## config.mk

```make
export PLATFORM = sky130hd
export DESIGN_NAME = seg7_clock_display
export DESIGN_NICKNAME = d
export VERILOG_FILES = /design/src/rtl/seg7_pkg.sv /design/src/rtl/bin2bcd_seq.sv /design/src/rtl/seg7_clock_display.sv
export SDC_FILE = /design/constraint.sdc
export NUM_CORES = 1
export LEC_CHECK = 0
export CORE_ASPECT_RATIO = 1.25
export CORE_UTILIZATION = 45
export CTS_BUF_LIST = sky130_fd_sc_hd__clkbuf_4
export DETAILED_ROUTE_END_ITERATION = 10
export PLACE_DENSITY = 0.64
export SLEW_MARGIN = 20
export SYNTH_ARGS = -nofsm -noshare
export SYNTH_HDL_FRONTEND = slang
export SYNTH_SLANG_ARGS = --single-unit
```

## constraint.sdc

```tcl
create_clock -name clk_100Mhz -period 3.6 [get_ports clk_100Mhz]
set_clock_uncertainty 0.2 [all_clocks]
set_input_delay 0.72 -clock clk_100Mhz [delete_from_list [all_inputs] [get_ports clk_100Mhz]]
set_output_delay 0.72 -clock clk_100Mhz [all_outputs]
set_load 0.005 [all_outputs]
```

## src/rtl/seg7_pkg.sv

```systemverilog
// Shared constants, state encoding and the digit-to-segment lookup for the
// multiplexed HH:MM seven-segment display.
package seg7_pkg;

  // Active-low {g,f,e,d,c,b,a} patterns for decimal digits 0..9.
  localparam logic [6:0] SEG_DIGIT [0:9] = '{
    7'h40, 7'h79, 7'h24, 7'h30, 7'h19, 7'h12, 7'h02, 7'h78, 7'h00, 7'h10
  };
  localparam logic [6:0] SEG_BLANK  = 7'h7F;
  localparam logic [3:0] AN_ALL_OFF = 4'hF;

  localparam logic [1:0] DIG_MIN_ONES = 2'd0;
  localparam logic [1:0] DIG_MIN_TENS = 2'd1;
  localparam logic [1:0] DIG_HR_ONES  = 2'd2;
  localparam logic [1:0] DIG_HR_TENS  = 2'd3;

  typedef enum logic [2:0] {
    IDLE,
    SNAP,
    CONV_HR,
    CONV_MIN,
    COMMIT
  } upd_state_t;

  function automatic logic [6:0] seg_of(input logic [3:0] nib);
    logic [6:0] pat;
    pat = SEG_BLANK;
    for (int i = 0; i < 10; i++) begin
      if (nib == 4'(i)) pat = SEG_DIGIT[i];
    end
    return pat;
  endfunction

endpackage

```

## src/rtl/bin2bcd_seq.sv

```systemverilog
// Sequential 6-bit binary to two-digit BCD converter (double dabble).
// One start pulse, six shift cycles, then a one-cycle done pulse.
module bin2bcd_seq
  import seg7_pkg::*;
(
  input  logic       clk_100Mhz,
  input  logic       reset,
  input  logic       start,
  input  logic [5:0] bin,
  output logic       busy,
  output logic       done,
  output logic [3:0] tens,
  output logic [3:0] ones
);

  // {tens, ones, remaining binary bits}
  logic [13:0] shreg;
  logic [2:0]  step;

  function automatic logic [13:0] dabble(input logic [13:0] s);
    logic [13:0] a;
    a = s;
    if (a[9:6]   >= 4'd5) a[9:6]   = a[9:6]   + 4'd3;
    if (a[13:10] >= 4'd5) a[13:10] = a[13:10] + 4'd3;
    return {a[12:0], 1'b0};
  endfunction

  // NOTE: state updates use non-blocking assignments so every flop samples
  // pre-edge values regardless of statement order.
  always_ff @(posedge clk_100Mhz) begin
    if (reset) begin
      shreg <= '0;
      step  <= '0;
      busy  <= 1'b0;
      done  <= 1'b0;
    end else begin
      done <= 1'b0;
      if (start && !busy) begin
        shreg <= {8'b0, bin};
        step  <= '0;
        busy  <= 1'b1;
      end else if (busy) begin
        shreg <= dabble(shreg);
        if (step == 3'd5) begin
          busy <= 1'b0;
          done <= 1'b1;
        end else begin
          step <= step + 3'd1;
        end
      end
    end
  end

  assign tens = shreg[13:10];
  assign ones = shreg[9:6];

endmodule

```

## src/rtl/seg7_clock_display.sv

```systemverilog
// Display end of the binary clock: synchronises hours/minutes, converts them
// to BCD once per scan frame and multiplexes four common-anode digits.
module seg7_clock_display
  import seg7_pkg::*;
#(
  parameter int CLK_HZ          = 100_000_000,
  parameter int DIGIT_HZ        = 1_000,
  parameter bit BLANK_LEAD_ZERO = 1'b1
) (
  input  logic       clk_100Mhz,
  input  logic       reset,
  input  logic [3:0] hours,
  input  logic [5:0] minutes,
  input  logic       sig_1Hz,
  output logic [6:0] seg,
  output logic       dp,
  output logic [3:0] an
);

  localparam int DWELL = CLK_HZ / DIGIT_HZ;
  localparam int CW    = $clog2(DWELL);

  logic [3:0] hours_meta, hours_sync;
  logic [5:0] minutes_meta, minutes_sync;
  logic       sig_meta, sig_sync;

  always_ff @(posedge clk_100Mhz) begin
    if (reset) begin
      hours_meta   <= '0;
      hours_sync   <= '0;
      minutes_meta <= '0;
      minutes_sync <= '0;
      sig_meta     <= 1'b0;
      sig_sync     <= 1'b0;
    end else begin
      hours_meta   <= hours;
      hours_sync   <= hours_meta;
      minutes_meta <= minutes;
      minutes_sync <= minutes_meta;
      sig_meta     <= sig_1Hz;
      sig_sync     <= sig_meta;
    end
  end

  logic [CW-1:0] cnt;
  logic [1:0]    idx;
  logic          dwell_end, frame_start;

  assign dwell_end   = (cnt == CW'(DWELL - 1));
  assign frame_start = dwell_end && (idx == DIG_HR_TENS);

  always_ff @(posedge clk_100Mhz) begin
    if (reset) begin
      cnt <= '0;
      idx <= DIG_MIN_ONES;
    end else if (dwell_end) begin
      cnt <= '0;
      idx <= idx + 2'd1;
    end else begin
      cnt <= cnt + CW'(1);
    end
  end

  upd_state_t state;
  logic       conv_start, conv_busy, conv_done;
  logic [5:0] conv_bin;
  logic [3:0] conv_tens, conv_ones;
  logic [3:0] hr_snap, hr_tens, hr_ones, min_tens, min_ones;
  logic [5:0] min_snap;
  logic [3:0] disp [4];
  logic       lead_shown;

  assign conv_bin = (state == CONV_MIN) ? min_snap : {2'b00, hr_snap};

  bin2bcd_seq u_bin2bcd (
    .clk_100Mhz (clk_100Mhz),
    .reset      (reset),
    .start      (conv_start),
    .bin        (conv_bin),
    .busy       (conv_busy),
    .done       (conv_done),
    .tens       (conv_tens),
    .ones       (conv_ones)
  );

  // NOTE: the display nibbles are a handful of flops, not a RAM, so they
  // are reset explicitly; nothing stale survives a reset mid-conversion.
  always_ff @(posedge clk_100Mhz) begin
    if (reset) begin
      state      <= IDLE;
      conv_start <= 1'b0;
      hr_snap    <= '0;
      min_snap   <= '0;
      hr_tens    <= '0;
      hr_ones    <= '0;
      min_tens   <= '0;
      min_ones   <= '0;
      lead_shown <= 1'b0;
      for (int i = 0; i < 4; i++) disp[i] <= '0;
    end else begin
      conv_start <= 1'b0;
      case (state)
        IDLE: if (frame_start) state <= SNAP;
        SNAP: begin
          hr_snap    <= hours_sync;
          min_snap   <= minutes_sync;
          conv_start <= 1'b1;
          state      <= CONV_HR;
        end
        CONV_HR: if (conv_done) begin
          hr_tens    <= conv_tens;
          hr_ones    <= conv_ones;
          conv_start <= 1'b1;
          state      <= CONV_MIN;
        end
        CONV_MIN: if (conv_done) begin
          min_tens <= conv_tens;
          min_ones <= conv_ones;
          state    <= COMMIT;
        end
        COMMIT: begin
          // All four digits change together so a frame never shows a torn time.
          disp[DIG_MIN_ONES] <= min_ones;
          disp[DIG_MIN_TENS] <= min_tens;
          disp[DIG_HR_ONES]  <= hr_ones;
          disp[DIG_HR_TENS]  <= hr_tens;
          lead_shown         <= !(BLANK_LEAD_ZERO && (hr_tens == 4'd0));
          state              <= IDLE;
        end
        default: state <= IDLE;
      endcase
    end
  end

  logic [6:0] pattern;

  // NOTE: combinational outputs get a default first so no path infers a latch.
  always_comb begin
    pattern = seg_of(disp[idx]);
    if (idx == DIG_HR_TENS && !lead_shown) pattern = SEG_BLANK;
  end

  always_ff @(posedge clk_100Mhz) begin
    if (reset || cnt == '0) begin
      // First cycle of each dwell is dark so the previous digit cannot ghost.
      an  <= AN_ALL_OFF;
      seg <= SEG_BLANK;
      dp  <= 1'b1;
    end else begin
      an  <= ~(4'b0001 << idx);
      seg <= pattern;
      dp  <= ~((idx == DIG_HR_ONES) && sig_sync);
    end
  end

  frame_in_idle: assert property (@(posedge clk_100Mhz) disable iff (reset)
    frame_start |-> (state == IDLE));

  start_when_free: assert property (@(posedge clk_100Mhz) disable iff (reset)
    conv_start |-> !conv_busy);

endmodule

```

==> reports/qor.yml, run 1 <==
outcome: "finished clean"
final_cell_mix: "105 x dfxtp_1, 72 x nand2_1, 55 x nor2_1, 45 x a21oi_1"
path_class: "reg2reg"
slew_headroom: 0.373
cts_htree_levels: 4
ys_top_cells_by_area: "dfxtp_1 44%, edfxtp_1 10%, nand2_1 5.7%"
routedWlPerCell_um: 11.8
cp-start-kind: "register"
post_cts_buffers: 0
grt_pass1_wl_mm: 13.5
avgSynthCellArea_um2: 9.56
initialDrtViolationCount: 113
worstMarginPinSlew_ns: 0.940
synth_area_um2: 4780
cts_hold_buf: 0
rsz0062_at_grt: "no"
yosysSeqAreaShare: 0.540
synth-edff-count: 16
dp_slack_ns: 1.24
synth_top_area_frac: 0.440
combPwrFrac: 0.088
start_util: 0.468
grt_start_max_net_pins: 45
cts_buffers: 17
cts_tree: "yes"
io-pin-count: 25
first_pass_iters: 4
drive_gt1_frac: 0.0755
grt_antenna_before_repair: 0
yosysTopAreaCell: "dfxtp_1"
grt-ovfl-total: 0
p_switching_w: 0.000650
clkTransAtPathRegs_ns: 0.10
drv_slew: 0
cp.arrival_ns: 2.53
dieHeight_um: 117
grt_pass1_vias: 3026
clkPwrFrac: 0.340
ant_nets: 0
dr_total_vias: 3277
fin_crit_sh: 0.649
power.total_w: 0.00260
nets: 543
gp_congestion: 0.764
min_path_type: "reg2reg"
routed_via_density: 4.97
synth_nets: 525
drc: 0
worst_slack_ns: 1.27
syn_inst: 500
max_freq_ghz: 0.428
clock-root-buffer: "clkbuf_4"
placed_cells: 628
numPortBuffers: 24
fp.dieW_um: 94.2
setup_viol: 0
fp-row-count: 41
dp_hpwl_mm: 5.21
postCtsResizedCells: 0
max_cap_viol_count: 0
synth_flop_cell: "dfxtp_1"
dieArea_um2: 11000
intPower_w: 0.00195
core_um2: 10200
clock_latency_ns: 0.52
worstPathRequired_ns: 3.79
synth_cell_types: 44
seqPwrFrac: 0.572
async_flop_share: 0
n_antenna_cell: 0
final_common_cell: "dfxtp_1"
wl_mm: 7.77
power.leakage_nw: 1.89
track_usage: 0.161
clock-sinks: 121
setup_tns_ns: 0
vdd_drop_max_mv: 0.265
hold_viol_final: 0
post-route-util: 0.522
worstSetupEndpointType: "register"
fin_crit_ns: 2.33
critPathMaxFanout: 16
pwr_density_cell_nw_per_um2: 489
yosysWarnings: 0
swShare: 0.250
final_cells: 659
n_fill_cell: 985
cts_buffer_depth: 2
area_delta_synth_final_pct: 11.4
synth_seq_cells: 121
[worst max-delay path, stage by stage (launching register included)]
cell and delay [ns]:
dfxtp_1 0.35, or4_4 0.57, nor4_4 0.29, and3_4 0.25
or2_1 0.44, nor2_1 0.11
[cells in the mapped netlist (9+ instances only)]
cell	n
nor2_1	55
mux2i_1	11
a21oi_1	45
and2_1	18
nand2b_1	10
xnor2_1	12
xor2_1	9
dfxtp_1	105
clkbuf_1	19
inv_1	13
nor2b_1	23
nand2_1	72
edfxtp_1	16
o21ai_0	9
ha_1	12
nand3_1	15
[path summary, 6_finish.rpt]
path / start / to / slack [ns] / cells after the start
worst max-delay path: cnt[12] / cnt[10] / 1.27 / 5
worst min-delay path: sig_sync / dp / 0.20 / 1
worst max register to register: cnt[12] / cnt[10] / 1.27 / 5
worst min register to register: sig_sync / dp / 0.20 / 1
[layer usage]
metal	global-route usage	vias to the layer above	wire length [µm]
met5	0	-	0
met2	0.263	46	3840
met1	0.183	1507	3560
met4	0.0779	0	82
met3	0.0620	8	290
li1	-	1716	-
[final cells by class]
| type | count | area, µm² | area share |
|---|---|---|---|
| sequential | 121 | 2580 | 0.485 |
| multi-input combinational | 340 | 2030 | 0.382 |
| timing repair buffer | 25 | 243 | 0.0456 |
| tap | 129 | 161 | 0.0303 |
| clock buffer | 20 | 150 | 0.0282 |
| clock inverter | 11 | 105 | 0.0197 |
| inverter | 13 | 48.8 | 0.00917 |
[cell families (layout without fill, tap and decap cells)]
group / Yosys count / in the layout / synth area share
buffers and inverters: 39 / 69 / 0.0359
adders and majority gates: 12 / 12 / 0.0314
DFF: 121 / 121 / 0.540
and+or+nand+nor: 223 / 223 / 0.233
muxes: 15 / 15 / 0.0419
xor gates and xnor gates: 21 / 21 / 0.0385
AOI/OAI and AO/OA: 69 / 69 / 0.0796
[power by group through the flow]
stage               Clock, W  Combinational, W  Sequential (W)
floorplan                  0          0.000206         0.00148
global placement           0          0.000227         0.00152
detailed placement         0          0.000232         0.00152
CTS                 0.000923          0.000232         0.00149
global route        0.000987          0.000260         0.00150
finish              0.000884          0.000229         0.00149
[registers in the layout, indices dropped and copies added (netlist names), 4 cells and up, named ones only]
name and cells:
cnt 17, disp 16, u_bin2bcd.shreg 14, seg 7
min_snap 6, minutes_meta 6, minutes_sync 6, an 4
hours_meta 4, hours_sync 4, hr_ones 4, hr_snap 4
hr_tens 4, min_ones 4, min_tens 4
[through the flow]
stage,hold slack [ns],area (µm²)
2_1_floorplan,0.166,4780
3_3_place_gp,0.188,5060
3_5_place_dp,0.188,5060
4_1_cts,0.207,5320
5_1_grt,0.218,5320
6_report,0.203,5320
Note: power is estimated with default switching activity, not from simulation.
==> run 2, diff against run 1 <==
- clock period: 3.6 -> 2.3 ns (I/O delays scaled with it)
==> reports/qor.yml, run 2 (synthesis gave the netlist of run 1 again) <==
clkPwrFrac: 0.332  # -0.008
power.leakage_nw: 1.94  # +2.4%
dieHeight_um: 117  # unchanged
holdPathStages: 2  # +1
slowest_delay_ns: 0.57  # about the same
setup_viol: 0  # unchanged
final_cell_mix: "105 x dfxtp_1, 72 x nand2_1, 55 x nor2_1, 45 x a21oi_1"
gr-usage-met3: 0.0581  # -0.00388
min_to: "idx[0]"
combPwrFrac: 0.099  # +0.011
min_path_type: "in2reg"
cts_buffers: 17  # unchanged
slew_headroom: 0.688  # +0.315
use_met2: 0.274  # +0.0106
io-pin-count: 25  # unchanged
fp.dieW_um: 94.2  # unchanged
worstSetupEndpointType: "register"
outcome: "finished clean"
grt_pass1_wl_mm: 13.4  # -0.51%
worstPathRequired_ns: 2.51  # -1.28 ns
max_cap_viol_count: 0  # unchanged
grt-ovfl-total: 0  # unchanged
cp-start-kind: "register"
drv_slew: 0  # unchanged
cts_htree_levels: 4  # unchanged
dieArea_um2: 11000  # unchanged
track_usage: 0.160  # -0.000645
worstHoldStart: "reset"
routedWlPerCell_um: 11.6  # -1.6%
drive_gt1_frac: 0.0965  # +0.0210
dp_hpwl_mm: 5.37  # +3.0%
cp_num_cells: 6  # +1
regMostFlops: "cnt"
hold_viol_final: 0  # unchanged
worstMarginPinSlew_ns: 0.464  # -0.476 ns
swShare: 0.270  # +0.0206
nets: 551  # +1.5%
routed_via_density: 4.96  # -0.20%
clkTransAtPathRegs_ns: 0.11  # about the same
seq_area_um2: 2580  # unchanged
dr_total_vias: 3315  # +1.2%
final_common_cell: "dfxtp_1"
fp-row-count: 41  # unchanged
initialDrtViolationCount: 124  # +9.7%
cp_num_buf_inv: 1  # +1
cp_top_family: "simple AND/OR/NAND/NOR gates"
setup_tns_ns: 0  # unchanged
fin_crit_ns: 2.10  # -0.231 ns
regToRegSetupSlack_ns: 0.20  # -1.07 ns
wl_mm: 7.76  # -0.23%
largest_reg_flops: 17  # unchanged
grt_start_max_net_pins: 44  # -2.2%
n_antenna_cell: 0  # unchanged
numPortBuffers: 24  # unchanged
reg_top3: "cnt (17), disp (16), u_bin2bcd.shreg (14)"
busiest_layer: "met2"
path_class: "reg2reg"
cp.arrival_ns: 2.31  # -0.22 ns
pwr_density_cell_nw_per_um2: 749  # +53%
max_freq_ghz: 0.475  # +11%
power.total_w: 0.00404  # +55%
postCtsResizedCells: 0  # unchanged
rr_worst_depth: 6  # +1
cpMaxStageDelayCell: "or4_4"
seqPwrFrac: 0.569  # -0.003
p_switching_w: 0.00109  # +68%
critPathMaxFanout: 16  # unchanged
ant_nets: 0  # unchanged
use_met1: 0.177  # -0.00598
grt_pass1_vias: 3027  # +0.033%
fin_crit_sh: 0.915  # +0.266
cts_tree: "yes"
area_delta_synth_final_pct: 12.9
cts_buffer_depth: 2  # unchanged
vdd_drop_max_mv: 0.358  # +35%
intPower_w: 0.00295  # +51%
post_cts_buffers: 0  # unchanged
drc: 0  # unchanged
core_um2: 10200  # unchanged
multi_input_area_um2: 2040  # +0.31%
first_pass_iters: 7  # +3
start_util: 0.468  # unchanged
reg2reg_from: "cnt[12]"
grt_antenna_before_repair: 0  # unchanged
gp_congestion: 0.767  # +0.42%
clock_latency_ns: 0.52  # about the same
clock-sinks: 121  # unchanged
crit_chain: "or4_4 > nor4_4 > and3_4 > or2_1 > buf_12 > nor2_1"
n_fill_cell: 951  # -3.5%
cts_hold_buf: 0  # unchanged
clock-root-buffer: "clkbuf_4"
rsz0062_at_grt: "no"
timing.rr.end: "cnt[5]"
run 2: changes by cell type in the layout (fill, tap and decap cells not counted), sizes merged:
cell	before	now
buf	2	10
clkinv	6	8
bufinv	2	1
inv	15	18
clkbuf	20	17
run 2: worst max path at each step:
stage / from / end / slack [ns]
after floorplan: cnt[12] / cnt[16] / 0.27
after global placement: cnt[0] / seg[5] / 0.21
after detailed placement: cnt[0] / seg[5] / 0.17
after CTS: cnt[0] / seg[5] / 0.13
after global routing: cnt[12] / cnt[5] / 0.06
final: cnt[12] / cnt[5] / 0.20
run 2: final cells by class:
| type | instances | area share |
|---|---|---|
| Timing Repair Buffer | 33 | 0.0584 |
| Clock buffer | 17 | 0.0236 |
| Tap cell | 129 | 0.0299 |
| Clock inverter | 15 | 0.0229 |
| Inverter | 13 | 0.00904 |
| Sequential cell | 121 | 0.478 |
| Multi-Input combinational cell | 340 | 0.378 |
run 2: power groups by stage:
stage	registers, W	logic [W]	clock network, W
after detailed placement	0.00235	0.000404	0
after CTS	0.00230	0.000405	0.00139
after floorplan	0.00232	0.000322	0
after global routing	0.00232	0.000460	0.00149
final	0.00230	0.000400	0.00134
after global placement	0.00234	0.000399	0
run 2: layer usage:
metal | wire (µm) | part of all wire | up-vias
met5 | 0 | 0 | -
met4 | 126 | 0.016 | 0
met3 | 259 | 0.033 | 11
met2 | 3900 | 0.50 | 51
met1 | 3470 | 0.45 | 1521
li1 | - | - | 1732
run 2: through the flow:
step                hold slack, ns  instance area, µm²  utilization  std cells  setup WS [ns]
finish                      0.0737                5400        0.529        668          0.196
global route                0.0571                5400        0.529        668         0.0646
CTS                         0.0307                5390        0.528        668          0.128
detailed placement           0.197                5130        0.503        636          0.171
global placement             0.186                5130        0.503        636          0.210
floorplan                    0.166                4780            -        500          0.272
